<file path="src/rtl/conv_pkg.sv">
// rtl/conv_pkg.sv - shared types and helpers for the convolution accelerator output path
package conv_pkg;

    typedef enum logic [1:0] {TX_IDLE, TX_RUN, TX_DONE} tx_state_t;

    localparam int K_MIN = 2;

    // Operands arrive zero-extended so the product cannot go negative for any legal K.
    function automatic logic [15:0] conv_out_count(input logic [15:0] r, input logic [15:0] c,
                                                    input logic [15:0] k);
        return (r - k + 16'd1) * (c - k + 16'd1);
    endfunction

endpackage

</file>
<file path="src/rtl/conv_output_tx_if.sv">
// rtl/conv_output_tx_if.sv - result input stream and AXIS output bundle of conv_output_tx
interface conv_output_tx_if #(
    parameter int OUTW = 48
);
    logic [OUTW-1:0] in_data;
    logic            in_valid;
    logic            in_ready;
    logic [OUTW-1:0] AXIS_TDATA;
    logic            AXIS_TVALID;
    logic            AXIS_TLAST;
    logic            AXIS_TUSER;
    logic            AXIS_TREADY;

    modport master (
        input  in_data, in_valid, AXIS_TREADY,
        output in_ready, AXIS_TDATA, AXIS_TVALID, AXIS_TLAST, AXIS_TUSER
    );

    modport slave (
        output in_data, in_valid, AXIS_TREADY,
        input  in_ready, AXIS_TDATA, AXIS_TVALID, AXIS_TLAST, AXIS_TUSER
    );
endinterface

</file>
<file path="src/rtl/sync_fifo.sv">
// rtl/sync_fifo.sv - registered FIFO, head word presented directly from storage
module sync_fifo #(
    parameter int WIDTH = 48,
    parameter int DEPTH = 8,
    localparam int AW = $clog2(DEPTH),
    localparam int CW = $clog2(DEPTH + 1)
) (
    input  logic             clk,
    input  logic             reset,
    input  logic             push,
    input  logic [WIDTH-1:0] wdata,
    input  logic             pop,
    output logic [WIDTH-1:0] rdata,
    output logic             full,
    output logic             empty,
    output logic [CW-1:0]    count
);
    logic [WIDTH-1:0] mem [DEPTH];
    logic [AW-1:0]    wr_ptr, rd_ptr;
    logic             push_ok, pop_ok;

    assign full    = (count == CW'(DEPTH));
    assign empty   = (count == '0);
    assign push_ok = push && !full;
    assign pop_ok  = pop && !empty;
    assign rdata   = mem[rd_ptr];

    always_ff @(posedge clk) begin
        if (push_ok) mem[wr_ptr] <= wdata;
    end

    always_ff @(posedge clk) begin
        if (reset) begin
            wr_ptr <= '0;
            rd_ptr <= '0;
            count  <= '0;
        end else begin
            if (push_ok) wr_ptr <= wr_ptr + AW'(1);
            if (pop_ok)  rd_ptr <= rd_ptr + AW'(1);
            case ({push_ok, pop_ok})
                2'b10:   count <= count + CW'(1);
                2'b01:   count <= count - CW'(1);
                default: count <= count;
            endcase
        end
    end
endmodule

</file>
<file path="src/rtl/conv_output_tx.sv">
// rtl/conv_output_tx.sv - AXIS master sending one (R-K+1)x(C-K+1) result frame per start
// CONV_TX_ROWMARK_EN: drive AXIS_TUSER on the last beat of every output row.
module conv_output_tx
    import conv_pkg::*;
#(
    parameter int OUTW  = 48,
    parameter int R     = 9,
    parameter int C     = 8,
    parameter int MAXK  = 4,
    parameter int DEPTH = 8,
    localparam int K_BITS   = $clog2(MAXK + 1),
    localparam int CNT_BITS = $clog2(R * C + 1)
) (
    input  logic              clk,
    input  logic              reset,
    input  logic              start,
    input  logic [K_BITS-1:0] K,
    conv_output_tx_if.master  bus,
    output logic              busy,
    output logic              frame_done
);
    tx_state_t             state, state_n;
    logic [CNT_BITS-1:0]   total, in_cnt, out_cnt, total_calc;
    logic                  start_ok, run, full, empty, push, pop, last_beat;
    logic [$clog2(DEPTH+1)-1:0] fifo_count_unused;

    assign start_ok   = start && (K >= K_BITS'(K_MIN)) && (K <= K_BITS'(MAXK));
    assign total_calc = CNT_BITS'(conv_out_count(16'(R), 16'(C), 16'(K)));
    assign run        = (state == TX_RUN);

    assign bus.in_ready    = run && !full && (in_cnt < total);
    assign bus.AXIS_TVALID = run && !empty;
    assign push            = bus.in_valid && bus.in_ready;
    assign pop             = bus.AXIS_TVALID && bus.AXIS_TREADY;
    assign last_beat       = (out_cnt == total - CNT_BITS'(1));
    assign bus.AXIS_TLAST  = bus.AXIS_TVALID && last_beat;

    sync_fifo #(.WIDTH(OUTW), .DEPTH(DEPTH)) u_fifo (
        .clk   (clk),
        .reset (reset),
        .push  (push),
        .wdata (bus.in_data),
        .pop   (pop),
        .rdata (bus.AXIS_TDATA),
        .full  (full),
        .empty (empty),
        .count (fifo_count_unused)
    );

    always_ff @(posedge clk) begin
        if (reset) state <= TX_IDLE;
        else       state <= state_n;
    end

    always_comb begin
        state_n = state;
        case (state)
            TX_IDLE: if (start_ok)         state_n = TX_RUN;
            TX_RUN:  if (pop && last_beat) state_n = TX_DONE;
            TX_DONE:                       state_n = TX_IDLE;
            default:                       state_n = TX_IDLE;
        endcase
    end

    always_comb begin
        busy       = (state != TX_IDLE);
        frame_done = (state == TX_DONE);
    end

    always_ff @(posedge clk) begin
        if (reset) begin
            total   <= '0;
            in_cnt  <= '0;
            out_cnt <= '0;
        end else if (state == TX_IDLE && start_ok) begin
            total   <= total_calc;
            in_cnt  <= '0;
            out_cnt <= '0;
        end else begin
            if (push) in_cnt  <= in_cnt + CNT_BITS'(1);
            if (pop)  out_cnt <= out_cnt + CNT_BITS'(1);
        end
    end

`ifdef CONV_TX_ROWMARK_EN
    logic [CNT_BITS-1:0] rowlen, col_cnt;
    logic                row_end;

    assign row_end        = (col_cnt == rowlen - CNT_BITS'(1));
    assign bus.AXIS_TUSER = bus.AXIS_TVALID && row_end;

    always_ff @(posedge clk) begin
        if (reset) begin
            rowlen  <= '0;
            col_cnt <= '0;
        end else if (state == TX_IDLE && start_ok) begin
            rowlen  <= CNT_BITS'(C) - CNT_BITS'(K) + CNT_BITS'(1);
            col_cnt <= '0;
        end else if (pop) begin
            col_cnt <= row_end ? '0 : col_cnt + CNT_BITS'(1);
        end
    end
`else
    assign bus.AXIS_TUSER = 1'b0;
`endif
endmodule

</file>
<file path="src/flat_wrapper.sv">
// flat-port wrapper written by rule: the top's interface ports become plain ports
module conv_output_tx_flat import conv_pkg::*;
#(
    parameter int OUTW  = 48,
    parameter int R     = 9,
    parameter int C     = 8,
    parameter int MAXK  = 4,
    parameter int DEPTH = 8,
    localparam int K_BITS   = $clog2(MAXK + 1),
    localparam int CNT_BITS = $clog2(R * C + 1)
)
  (clk, reset, start, K, busy, frame_done, bus_in_data, bus_in_valid, bus_AXIS_TREADY, bus_in_ready, bus_AXIS_TDATA, bus_AXIS_TVALID, bus_AXIS_TLAST, bus_AXIS_TUSER);
  conv_output_tx_if #(.OUTW(OUTW)) bus_i ();
  input  logic clk;
  input  logic reset;
  input  logic start;
  input  logic [K_BITS-1:0] K;
  output logic busy;
  output logic frame_done;
  input wire logic [$bits(bus_i.in_data)-1:0] bus_in_data;
  input wire logic [$bits(bus_i.in_valid)-1:0] bus_in_valid;
  input wire logic [$bits(bus_i.AXIS_TREADY)-1:0] bus_AXIS_TREADY;
  output wire logic [$bits(bus_i.in_ready)-1:0] bus_in_ready;
  output wire logic [$bits(bus_i.AXIS_TDATA)-1:0] bus_AXIS_TDATA;
  output wire logic [$bits(bus_i.AXIS_TVALID)-1:0] bus_AXIS_TVALID;
  output wire logic [$bits(bus_i.AXIS_TLAST)-1:0] bus_AXIS_TLAST;
  output wire logic [$bits(bus_i.AXIS_TUSER)-1:0] bus_AXIS_TUSER;
  assign bus_i.in_data = bus_in_data;
  assign bus_i.in_valid = bus_in_valid;
  assign bus_i.AXIS_TREADY = bus_AXIS_TREADY;
  assign bus_in_ready = bus_i.in_ready;
  assign bus_AXIS_TDATA = bus_i.AXIS_TDATA;
  assign bus_AXIS_TVALID = bus_i.AXIS_TVALID;
  assign bus_AXIS_TLAST = bus_i.AXIS_TLAST;
  assign bus_AXIS_TUSER = bus_i.AXIS_TUSER;
  conv_output_tx #(.OUTW(OUTW), .R(R), .C(C), .MAXK(MAXK), .DEPTH(DEPTH)) u_core (.clk(clk), .reset(reset), .start(start), .K(K), .bus(bus_i), .busy(busy), .frame_done(frame_done));
endmodule
</file>
<file path="config.mk">
export PLATFORM = sky130hd
export DESIGN_NAME = conv_output_tx_flat
export DESIGN_NICKNAME = d
export VERILOG_FILES = /design/src/rtl/conv_pkg.sv /design/src/rtl/conv_output_tx_if.sv /design/src/rtl/sync_fifo.sv /design/src/rtl/conv_output_tx.sv /design/src/flat_wrapper.sv
export SDC_FILE = /design/constraint.sdc
export NUM_CORES = 1
export LEC_CHECK = 0
export CORE_MARGIN = 4
export CORE_UTILIZATION = 48
export DETAILED_ROUTE_END_ITERATION = 8
export GPL_TIMING_DRIVEN = 1
export PLACE_DENSITY_LB_ADDON = 0.05
export SLEW_MARGIN = 0
export SYNTH_ARGS = -nofsm -noshare
export SYNTH_HDL_FRONTEND = slang
export SYNTH_HIERARCHICAL = 1
export SYNTH_SLANG_ARGS = --single-unit
</file>
<file path="constraint.sdc">
create_clock -name clk -period 7.11 [get_ports clk]
set_input_delay 2.133 -clock clk [delete_from_list [all_inputs] [get_ports clk]]
set_output_delay 2.133 -clock clk [all_outputs]
set_load 0.1 [all_outputs]
</file>
==> flow_summary_export.csv, run 1 <==
group,metric,value,unit
run_status,outcome,"completed",
clocking,cts_root_buf,"clkbuf_16",
synthesis,synth_top_family_by_area,"multiplexers",
floorplanning,initial_core_util,48.6,%
worst_setup_path,crit_chain,"clkdlybuf4s50_1 -> buf_4 -> clkinv_1 -> ha_1 -> xnor2_1 -> nand3_1 -> a21oi_1 -> ha_1 -> inv_1 -> fa_1 -> fa_1 -> inv_1 -> ha_1 -> a21oi_1 -> nor3_1 -> xnor2_1 -> a21oi_1",
power,p_comb_share,5.1,%
routing,route.detailed.drc,0,
sta,period_share,83.3,%
synthesis,yosysMostFrequentCell,"edfxtp_1",
sta,rsz0062_at_grt,"no",
synthesis,yosys-top-cells-area,"edfxtp_1 (67%), mux4_2 (9.5%), dfxtp_1 (4.1%)",
clocking,cts_setup_buffers,0,
clocking,htreeDepth,2,
power,swShare,20.9,%
power,vdd_ir_drop_max,0.000210,V
worst_setup_path,worst-path-buf-inv,5,
placed_design,place_area,0.0189,mm2
routing,dr_total_vias,8286,
clocking,clock_latency,550,ps
synthesis,yosys.area.top_type,"edfxtp_1",
global_route,antenna_found_initial,1,
floorplanning,core_area,0.0356,mm2
clocking,cts_made_buffers,43,
final_layout,drive_above_1_share,20.8,%
clocking,path_clk_slew,60,ps
sta,slew_viol_final,0,
global_route,use_met2,31.0,%
clocking,cts_resized,0,
clocking,cts_tree,"yes",
routing,wirelength,34100,um
routing,dr.first_iter.drc_count,516,
worst_setup_path,worst_setup_path_start_kind,"primary input",
synthesis,syn-mean-instance-area,20.0,um2
synthesis,netlist_instances,866,
power,p_switching,1.06,mW
worst_setup_path,crit_fanout,14,
synthesis,ys_seq_area_share,70.8,%
power,power.clock.fraction,41.4,%
global_route,grt_usage,17.6,%
worst_setup_path,cpMaxStageDelayCell,"fa_1",
worst_setup_path,required,7530,ps
placed_design,io_buffers,108,
power,power.density,250,mW/mm2
worst_setup_path,cp_slowest_stage_delay,540,ps
clocking,cts_sinks,419,
final_layout,finalNetCount,1089,
worst_setup_path,path_delay_family,"adder cells",
synthesis,synth_simple_gate_area_share,3.66,%
hold_path,hold_class,"flop to flop",
clocking,cts_buffer_depth,3,
final_layout,nFillCells,2674,
job,maxCapViolCount,0,
sta,hold_viol,0,
synthesis,synth.distinct_cells,57,
sta,tightest_slew,1200,ps
synthesis,synth_edf_count,384,
synthesis,synthTopCellsByCount,"edfxtp_1 (384), mux4_2 (73), nor2_1 (42), mux2_4 (40), dfxtp_1 (35)",
global_route,grt_remaining_overflow,0,
sta,setup_viol_count_final,0,
synthesis,synth-seq-cells,419,
worst_setup_path,crit_type,"primary input to flop",
global_route,grt_pass1_vias,8984,
global_route,grtUsageMet1,23.1,%
floorplanning,io-pin-count,110,
power,p_leak,6.53,nW
final_layout,multiInputGateArea,0.00476,mm2
sta,clock.fmax,169,MHz
global_route,grt_start_max_net_pins,81,
placed_design,gp_congestion,0.794,
clocking,cts.hold.buffers_added,0,
floorplanning,die_height,198,um
placed_design,dpl.hpwl,19200,um
sta,fin_tns_setup,0,ps
final_layout,fin_area,0.0202,mm2
sta,relSlewSlack,20.1,%
global_route,grtUsageMet3,3.13,%
routing,ant_nets,0,
synthesis,synth_mux_area_share,17.4,%
sta,fin_skew,28.8,ps
global_route,grt_busiest_layer,"met2",
routing,detail_route.wl_per_cell,22.8,um
floorplanning,rows,69,
worst_setup_path,crit_arrival,6340,ps
final_layout,diodes,0,
synthesis,synthXorXnorAreaFrac,1.81,%
synthesis,syn_area,0.0173,mm2
floorplanning,die_width,198,um
sta,fin_crit,5920,ps
power,internal-power,4.00,mW
floorplanning,die_area,0.0391,mm2
routing,dr.pass1.iters,4,
worst_setup_path,cp-end-kind,"flop",
final_layout,area_growth_syn_to_layout,17.1,%
synthesis,synth_compound_area_share,1.52,%
synthesis,synthAdderAreaFrac,2.74,%
routing,vias_per_cell,5.55,
synthesis,async_reset_ff_share,0,%
power,seqPwrFrac,53.5,%
synthesis,synth_warnings,6,
global_route,grt_pass1_wl,52600,um
synthesis,synth_top_area_share,66.7,%
final_layout,final-seq-area,0.0122,mm2
synthesis,synthFlopType,"edfxtp_1",
==> layer usage <==
layer,up-vias,routed length [um]
met5,-,11
met4,2,530
met3,46,1190
met2,139,17800
met1,4349,14500
li1,3750,-
==> power by group through the flow <==
stage,logic [mW],registers [mW],clock network [mW]
floorplan,0.165,2.76,0
global placement,0.252,2.76,0
detailed placement,0.261,2.76,0
CTS,0.262,2.71,2.15
global route,0.281,2.71,2.26
finish,0.259,2.71,2.10
==> worst min-delay path, stage by stage (launching register included) <==
cell	delay (ps)
dfxtp_1	340
nand2_1	70
a21oi_1	60
==> per-stage QoR <==
stage / cells / total power, mW / worst slack [ps] / hold WS (ps) / util, %
3_3_place_gp: 1413 / 3.01 / 834 / 474 / 53.2
4_1_cts: 1493 / 5.12 / 1150 / 505 / 56.9
6_report: 1493 / 5.06 / 1190 / 508 / 56.9
3_5_place_dp: 1413 / 3.02 / 672 / 496 / 53.2
5_1_grt: 1493 / 5.25 / 979 / 539 / 56.9
2_1_floorplan: 867 / 2.93 / 324 / 462 / -
==> final timing paths <==
kind / endpoint / slack [ps] / depth (start not counted) / from
max: u_core/total[6] / 1190 / 17 / K[0]
min: u_core/u_fifo/wr_ptr[0] / 510 / 2 / u_core/u_fifo/wr_ptr[0]
max reg2reg: u_core/u_fifo/mem[6][45] / 3120 / 10 / u_core/total[5]
min reg2reg: u_core/u_fifo/wr_ptr[0] / 510 / 2 / u_core/u_fifo/wr_ptr[0]
==> flip-flops by register name, indices dropped and copies added, names as in the netlist, named ones only <==
| register | count |
|---|---|
| u_core/in_cnt | 7 |
| u_core/u_fifo/count | 4 |
| u_core/u_fifo/wr_ptr | 3 |
| u_core/u_fifo/mem | 384 |
| u_core/u_fifo/rd_ptr | 3 |
| u_core/total | 6 |
| u_core/out_cnt | 7 |
| u_core/state | 2 |
==> final cells by class <==
type / count / share of cell area (%)
Sequential cell: 419 / 60.5
Multi-Input combinational cell: 388 / 23.5
Timing Repair Buffer: 125 / 6.22
Clock buffer: 52 / 5.59
Tap cell: 461 / 2.85
Clock inverter: 28 / 0.952
Inverter: 20 / 0.371
==> placed cells by master, fill, tap and decap left out, types with 6 or more instances in the layout <==
cell | Yosys | routed
nor3_1 | 10 | 8
a21oi_1 | 14 | 14
xor2_1 | 12 | 12
clkdlybuf4s50_1 | 0 | 108
nor2b_1 | 6 | 6
clkinv_1 | 1 | 16
inv_1 | 19 | 19
nor2_4 | 0 | 6
edfxtp_1 | 384 | 384
mux2_4 | 40 | 40
dfxtp_1 | 35 | 32
clkbuf_1 | 16 | 8
nand3_1 | 10 | 10
mux4_2 | 73 | 73
clkbuf_16 | 0 | 44
nor2_1 | 42 | 36
nand2_1 | 18 | 18
ha_1 | 33 | 33
mux2i_1 | 6 | 6
mux2_2 | 8 | 8
xnor2_1 | 21 | 21
o21ai_0 | 12 | 12
buf_4 | 2 | 13
mux4_1 | 23 | 23
clkinv_2 | 0 | 7
==> cell families (layout without fill, tap and decap cells) <==
group / count (synthesis) / in the layout
flip-flops: 419 / 419
multiplexers: 151 / 151
AND/OR/NAND/NOR: 124 / 124
buffers and inverters: 60 / 225
AO/OA/AOI/OAI: 41 / 41
adder cells (fa/ha/maj): 36 / 36
XOR/XNOR: 34 / 34
other: 1 / 2
(Power assumes the default switching activity.)
==> inputs of run 2 (changes only) <==
==> constraint.sdc (replaced) <==
create_clock -name clk -period 5.8 [get_ports clk]
set_input_delay 1.74 -clock clk [delete_from_list [all_inputs] [get_ports clk]]
set_output_delay 1.74 -clock clk [all_outputs]
set_load 0.1 [all_outputs]
==> run 2 against run 1 <==
Sequential share of layout area shrank 0.23 points. Count of clock-buffer cells in the layout is 1 higher. Setup slack worse by 530 ps. Clock skew shrank 3.7 ps. First-iteration DRC count down 22%. Combinational power increased by 23%. Clock power is 24% higher. Highest routed layer is now met4. Sequential power up 23%. Global-route usage rose by 0.10 points.
==> flow_summary_export.csv, run 2 (synthesis results as in run 1) <==
group,metric,value,unit
job,maxCapViolCount,0,
routing,detail_route.wl_per_cell,22.6,um
clocking,cts.hold.buffers_added,0,
global_route,grt_start_max_net_pins,51,
clocking,cts_sinks,419,
worst_setup_path,crit_arrival,3410,ps
sta,fin_skew,25.1,ps
power,power.density,308,mW/mm2
placed_design,gp_congestion,0.808,
worst_setup_path,required,4060,ps
sta,setup_viol_count_final,0,
final_layout,nFillCells,2693,
final_layout,diodes,0,
sta,setup_ws,653,ps
final_layout,largest_reg_flops,384,
worst_setup_path,crit_type,"flop to output port",
clocking,htreeDepth,2,
sta,clock.fmax,194,MHz
sta,fin_tns_setup,0,ps
final_layout,top_register,"u_core/u_fifo/mem",
power,vdd_ir_drop_max,0.000220,V
floorplanning,die_area,0.0391,mm2
final_layout,drive_above_1_share,23.9,%
hold_path,min_path_cells,2,
worst_setup_path,cp-end-kind,"output port",
floorplanning,die_height,198,um
clocking,cts_root_buf,"clkbuf_16",
sta,tightest_slew,992,ps
final_layout,multiInputGateArea,0.00477,mm2
routing,wirelength,33900,um
final_layout,fin_area,0.0203,mm2
sta,relSlewSlack,33.7,%
final_layout,finalNetCount,1096,
floorplanning,io-pin-count,110,
final_layout,reg_top3,"u_core/u_fifo/mem x384, u_core/in_cnt x7, u_core/out_cnt x7",
placed_design,io_buffers,108,
worst_setup_path,r2r_start,"u_core/total[5]",
clocking,cts_resized,0,
clocking,cts_setup_buffers,0,
clocking,path_clk_slew,60,ps
placed_design,place_area,0.0190,mm2
final_layout,area_growth_syn_to_layout,17.6,%
power,p_leak,6.61,nW
hold_path,worstHoldStart,"u_core/u_fifo/wr_ptr[0]",
worst_setup_path,reg2reg_depth,10,
placed_design,dpl.hpwl,19600,um
floorplanning,die_width,198,um
sta,slew_viol_final,0,
final_layout,final_cell_mix,"edfxtp_1 (384), clkdlybuf4s50_1 (82), mux4_2 (73)",
floorplanning,rows,69,
clocking,cts_buffer_depth,3,
routing,dr_total_vias,8298,
hold_path,whs_endpoint,"u_core/u_fifo/wr_ptr[0]",
worst_setup_path,r2r_end,"u_core/u_fifo/mem[2][0]",
final_layout,final_common_cell,"edfxtp_1",
floorplanning,initial_core_util,48.6,%
clocking,cts_made_buffers,43,
clocking,cts_tree,"yes",
routing,ant_nets,0,
global_route,grt_remaining_overflow,0,
floorplanning,core_area,0.0356,mm2
global_route,antenna_found_initial,0,
routing,route.detailed.drc,0,
routing,dr.first_iter.drc_count,403,
worst_setup_path,crit_fanout,25,
global_route,grt_pass1_vias,9023,
sta,period_share,88.7,%
global_route,grt_pass1_wl,53000,um
hold_path,hold_class,"flop to flop",
sta,fin_crit,5150,ps
run_status,outcome,"completed",
worst_setup_path,r2r_slack,2070,ps
final_layout,final-seq-area,0.0122,mm2
worst_setup_path,worst_setup_path_start_kind,"flop",
placed_design,post-place-ws,141,ps
clocking,clock_latency,540,ps
sta,hold_viol,0,
sta,rsz0062_at_grt,"no",
routing,dr.pass1.iters,4,
routing,vias_per_cell,5.54,
global_route,grt_usage,17.7,%
==> run 2: power by group <==
group	switching [mW]	total (mW)	internal [mW]	leakage [nW]
logic	0.203	0.319	0.116	2.21
registers	0.00953	3.32	3.31	3.74
clock network	1.07	2.61	1.55	0.666
==> run 2: per-stage QoR <==
| stage | cells | hold slack (ps) | utilization (%) | power (mW) |
|---|---|---|---|---|
| 6_report | 1497 | 509 | 57.1 | 6.25 |
| 5_1_grt | 1497 | 526 | 57.1 | 6.51 |
| 4_1_cts | 1497 | 504 | 57.1 | 6.34 |
| 3_5_place_dp | 1420 | 493 | 53.3 | 3.70 |
| 3_3_place_gp | 1420 | 472 | 53.3 | 3.69 |
| 2_1_floorplan | 867 | 462 | - | 3.59 |
==> run 2: critical path, stage by stage (launching register included) <==
cell and delay (ps):
dfxtp_4 680, buf_12 300, mux4_1 590, mux2_4 290, clkdlybuf4s50_1 970
==> run 2: how the worst max path moves through the flow <==
stage | end | slack (ps) | startpoint
after floorplan | bus_AXIS_TLAST | 190 | u_core/u_fifo/count[1]
after global placement | u_core/total[6] | 260 | K[1]
after detailed placement | u_core/total[6] | 140 | K[1]
after CTS | bus_AXIS_TDATA[17] | 570 | flop
after global routing | u_core/total[6] | 440 | K[1]
final | bus_AXIS_TDATA[17] | 650 | flop
==> run 2: area by class of cell <==
cell class              count  area share [%]
clock buffers              53            5.69
clock inverters            24           0.961
inverters                  20           0.370
multi-input cells         388            23.5
flip-flops and latches    419            60.3
well taps                 461            2.84
repair buffers            132            6.38
==> run 2: routing by layer <==
layer | track usage, % | up-vias | share of wire [%]
met5 | 0 | - | 0
met4 | 4.39 | 0 | 1.7
met3 | 2.69 | 45 | 3.8
met2 | 29.7 | 165 | 51
met1 | 24.7 | 4317 | 44
li1 | - | 3771 | -
